**src/rtl/sram_pkg.sv**
```systemverilog
// Shared types and default geometry for the SRAM serial read path.
// Width constants are derived from the default array shape.
package sram_pkg;

  localparam int DEF_ROWS       = 16;
  localparam int DEF_COLS       = 8;
  localparam int DEF_RD_TIMEOUT = 15;

  localparam int ADDR_W   = $clog2(DEF_ROWS);
  localparam int BITCNT_W = $clog2(DEF_COLS);

  typedef enum logic [1:0] {
    IDLE  = 2'd0,
    READ  = 2'd1,
    SHIFT = 2'd2
  } rd_state_e;

endpackage

```
**src/rtl/sram_serial_reader_piso_shifter.sv**
```systemverilog
// Parallel-in serial-out shift register, MSB first, zero fill.
// It mirrors the serial-in register on the SRAM write path.
module piso_shifter #(
  parameter int WIDTH = sram_pkg::DEF_COLS
) (
  input  logic             clk,
  input  logic             arst_n,
  input  logic             load,
  input  logic [WIDTH-1:0] load_data,
  input  logic             shift_en,
  output logic             msb,
  output logic             last
);

  localparam int BW = $clog2(WIDTH);

  logic [WIDTH-1:0] sreg;
  logic [BW-1:0]    bit_cnt;

  // NOTE: sequential state is updated with <= only, so every register in this
  // block samples the pre-edge values and update order cannot matter.
  always_ff @(posedge clk) begin
    if (!arst_n) begin
      sreg    <= '0;
      bit_cnt <= '0;
    end else if (load) begin
      sreg    <= load_data;
      bit_cnt <= BW'(WIDTH - 1);
    end else if (shift_en) begin
      sreg    <= {sreg[WIDTH-2:0], 1'b0};
      bit_cnt <= bit_cnt - 1'b1;
    end
  end

  assign msb  = sreg[WIDTH-1];
  assign last = (bit_cnt == '0);

endmodule

```
**src/rtl/sram_serial_reader.sv**
```systemverilog
// Reads one SRAM row on request and streams the word out MSB first with a
// valid/ready handshake; aborts with rd_err if the macro never answers.
module sram_serial_reader
  import sram_pkg::*;
#(
  parameter int ROWS       = DEF_ROWS,
  parameter int COLS       = DEF_COLS,
  parameter int RD_TIMEOUT = DEF_RD_TIMEOUT
) (
  input  logic                    clk,
  input  logic                    arst_n,
  input  logic                    req_valid,
  input  logic [$clog2(ROWS)-1:0] req_addr,
  output logic                    req_ready,
  output logic                    r_en,
  output logic [$clog2(ROWS)-1:0] addr,
  input  logic                    data_valid,
  input  logic [COLS-1:0]         data_out,
  output logic                    ser_out,
  output logic                    ser_valid,
  output logic                    ser_last,
  input  logic                    ser_ready,
  output logic                    rd_err
);

  localparam int AW = $clog2(ROWS);
  localparam int TW = $clog2(RD_TIMEOUT + 1);

  rd_state_e      state_q, state_d;
  logic [AW-1:0]  addr_q;
  logic [TW-1:0]  tmo_q;
  logic           rd_err_q;
  logic           load, shift_en, timeout, last;

  // NOTE: every output of this block gets a default before the case, so no
  // path leaves a signal unassigned and no latch is inferred.
  always_comb begin
    state_d   = state_q;
    req_ready = 1'b0;
    r_en      = 1'b0;
    ser_valid = 1'b0;
    load      = 1'b0;
    shift_en  = 1'b0;
    timeout   = 1'b0;
    unique case (state_q)
      IDLE: begin
        req_ready = 1'b1;
        if (req_valid) state_d = READ;
      end
      READ: begin
        r_en = 1'b1;
        // Data arriving on the final allowed cycle still wins over the abort.
        if (data_valid) begin
          load    = 1'b1;
          state_d = SHIFT;
        end else if (tmo_q == TW'(RD_TIMEOUT - 1)) begin
          timeout = 1'b1;
          state_d = IDLE;
        end
      end
      SHIFT: begin
        ser_valid = 1'b1;
        if (ser_ready) begin
          shift_en = 1'b1;
          if (last) state_d = IDLE;
        end
      end
      default: state_d = IDLE;
    endcase
  end

  always_ff @(posedge clk) begin
    if (!arst_n) begin
      state_q  <= IDLE;
      addr_q   <= '0;
      tmo_q    <= '0;
      rd_err_q <= 1'b0;
    end else begin
      state_q  <= state_d;
      rd_err_q <= timeout;
      if (state_q == IDLE && req_valid) begin
        addr_q <= req_addr;
        tmo_q  <= '0;
      end else if (state_q == READ && !data_valid && tmo_q != TW'(RD_TIMEOUT)) begin
        tmo_q <= tmo_q + 1'b1;
      end
    end
  end

  piso_shifter #(.WIDTH(COLS)) u_piso (
    .clk       (clk),
    .arst_n    (arst_n),
    .load      (load),
    .load_data (data_out),
    .shift_en  (shift_en),
    .msb       (ser_out),
    .last      (last)
  );

  assign addr     = addr_q;
  assign ser_last = ser_valid && last;
  assign rd_err   = rd_err_q;

endmodule
```
**config.mk**
```make
export PLATFORM = sky130hd
export DESIGN_NAME = sram_serial_reader
export DESIGN_NICKNAME = d
export VERILOG_FILES = /design/src/rtl/sram_pkg.sv /design/src/rtl/sram_serial_reader_piso_shifter.sv /design/src/rtl/sram_serial_reader.sv
export SDC_FILE = /design/constraint.sdc
export NUM_CORES = 1
export LEC_CHECK = 0
export ABC_AREA = 1
export CAP_MARGIN = 20
export CORE_MARGIN = 2
export CORE_UTILIZATION = 52
export CTS_CLUSTER_SIZE = 14
export DETAILED_ROUTE_END_ITERATION = 10
export PLACE_DENSITY = 0.8
export SLEW_MARGIN = 10
export SYNTH_ARGS = -nofsm -noshare
export SYNTH_HDL_FRONTEND = slang
export SYNTH_HIERARCHICAL = 1
export SYNTH_SLANG_ARGS = --single-unit
```
**constraint.sdc**
```tcl
create_clock -name clk -period 1.97 [get_ports clk]
set_input_delay 0.2955 -clock clk [delete_from_list [all_inputs] [get_ports clk]]
set_output_delay 0.2955 -clock clk [all_outputs]
set_load 0.01 [all_outputs]
```
==> results.json <==
{
  "status": "completed",
  "dp_slack_ns": 0.3848,
  "fillers": 171,
  "synth_cells": 159,
  "num_vias": 1041,
  "final_antenna_net_count": 0,
  "initial_utilization": 0.5669,
  "fin_worst_skew_ns": 0.005934,
  "place_inst": 210,
  "grt_max_degree": 15,
  "grt_pass1_vias": 930,
  "hold_path.class": "flop to flop",
  "maxSlewViolCount": 0,
  "synth_area_leaders": "dfxtp_1, nand2_1, nand3_1",
  "final_cell_area_um2": 1431,
  "syn-num-nets": 180,
  "die_x_um": 50.72,
  "ys_types": 19,
  "numCtsBuffers": 3,
  "port_buffers": 26,
  "p_per_area_nw_per_um2": 634.8,
  "drive_above_1_share": 0.1176,
  "layout.cells.non_filler": 214,
  "finalSetupViolations": 0,
  "max_freq_ghz": 0.5620,
  "wl_per_cell_um": 10.27,
  "worst_slack_ns": 0.1907,
  "crit_arrival_ns": 1.48,
  "yosysSeqAreaShare": 0.3881,
  "grt_pass1_wl_um": 3801,
  "period_share": 0.9032,
  "critPathMaxStageDelay_ns": 0.56,
  "finalHoldViolCount": 0,
  "ys_warn_count": 6,
  "worst_pin_slew_ns": 0.2729,
  "crit_path_start_kind": "flop",
  "cts_tree": "built",
  "grtUsageTotal": 0.1912,
  "grt_setup_unrepaired": "false",
  "crit_chain": "inv_1, nor2_2, clkdlybuf4s50_1",
  "rows": 16,
  "final.setup.tns_ns": 0,
  "power_mw": 0.9086,
  "fp.dieH_um": 50.72,
  "fin_crit_ns": 1.779,
  "critPathKind": "flop to primary output",
  "area_delta_synth_final_pct": 26.13,
  "layout_common_cells": "nand2_1, clkdlybuf4s50_1, inv_1, dfxtp_1, nand3_1",
  "hold_buffers": 0,
  "gr-total-overflow": 0,
  "synth_top_area_frac": 0.3881,
  "maxSlewHeadroom": 0.8178,
  "synth_area_per_cell_um2": 7.137,
  "antenna_found_initial": 0,
  "final_common_cell": "nand2_1",
  "ctsRootBufferMaster": "clkbuf_4",
  "cts_buffer_depth": 2,
  "hold_ws_ns": 0.4692,
  "clk_pin_slew_worst_paths_ns": 0.13,
  "critPathTopFamily": "buffers and inverters",
  "ir_drop_v": 0.0004448,
  "insertion_delay_ns": 0.31,
  "layout.nets": 209,
  "cp_num_buf_inv": 2,
  "syn_area_um2": 1135,
  "post-route-util": 0.7150,
  "gp_congestion": 0.8267,
  "routed_wl_um": 2197,
  "ios": 27,
  "drc": 0,
  "place_area_um2": 1393,
  "hpwl_um": 1726,
  "ys_ff_latch": 22,
  "endpoint_kind": "primary output",
  "via_per_inst": 4.864,
  "max-cap-violations": 0,
  "cp_max_fo": 4,
  "p_leak_nw": 0.6596,
  "fp.coreArea_um2": 2002,
  "cts_htree_levels": 1,
  "n_antenna_cell": 0,
  "yosys.area.top_type": "dfxtp_1",
  "drt-initial-drc-count": 19,
  "die_area_um2": 2572,
  "critical_path_required_ns": 1.67,
  "cp_slowest_cell": "clkdlybuf4s50_1",
  "first_pass_iters": 4,
  "clock-sinks": 22
}
final timing paths:
path,startpoint,end,slack [ns],cells past startpoint
max,state_q[0],r_en,0.19,3
min,u_piso/bit_cnt[2],u_piso/bit_cnt[2],0.47,2
max reg2reg,state_q[0],u_piso/sreg[3],0.55,9
min reg2reg,u_piso/bit_cnt[2],u_piso/bit_cnt[2],0.47,2
Yosys cell counts:
cell / count
inv_4: 1
nor2_1: 13
inv_1: 24
dfxtp_1: 22
nand2_1: 42
a21oi_1: 6
nand2_4: 1
nand3_1: 21
nor3_1: 1
nand4_1: 1
ha_1: 4
a21oi_2: 4
nor2_2: 4
nand3_2: 1
buf_6: 4
nor2_4: 2
clkbuf_8: 1
o21ai_0: 5
inv_2: 2
metal layers:
layer  vias to the layer above  part of all wire  track usage
met4                         0            0.0073      0.04054
met2                        18              0.50       0.3202
met5                         -                 0            0
met3                         2             0.036      0.04762
met1                       472              0.46       0.2491
li1                        549                 -            -
worst register-to-register path, stage by stage (launching register included):
cell and delay, ns:
dfxtp_1 0.41, inv_1 0.07, nor2_2 0.13, nand2_1 0.09, inv_1 0.21, inv_2 0.14
nand3_1 0.10, nand3_1 0.07, nand2_1 0.06, inv_1 0.04
what timing repair did:
action | in CTS | in global routing
gates resized for setup | 0 | 1
buffers inserted | 0 | 0
setup endpoints to repair | 0 | 1
sequential cells by signal, summed over array words and instances, names as in the netlist:
signal and cells:
state_q 2, u_piso/bit_cnt 3, u_piso/sreg 8, addr 4, rd_err 1, tmo_q 4
cell type report:
class / instances / area, µm² / area share
well taps: 27 / 33.78 / 0.02360
clock buffers: 4 / 36.28 / 0.02535
flip-flops and latches: 22 / 440.4 / 0.3077
repair buffers: 29 / 285.3 / 0.1993
multi-input cells: 105 / 531.8 / 0.3715
inverters: 27 / 103.9 / 0.07255
cells by family (layout without fill, tap and decap cells):
kind of cell | after synthesis | after routing | share of synthesized area
AO/OA/AOI/OAI | 15 | 15 | 0.07938
buffers and inverters | 32 | 60 | 0.1433
AND/OR/NAND/NOR | 86 | 86 | 0.3451
flip-flops | 22 | 22 | 0.3881
adder cells (fa/ha/maj) | 4 | 4 | 0.04410
power breakdown:
group	total (mW)	leakage, nW	switching [mW]	internal [mW]
Combinational	0.174	0.459	0.0868	0.0874
Clock	0.252	0.0210	0.139	0.113
Sequential	0.482	0.180	0.0137	0.469
Power figures use the tool's default switching activity.
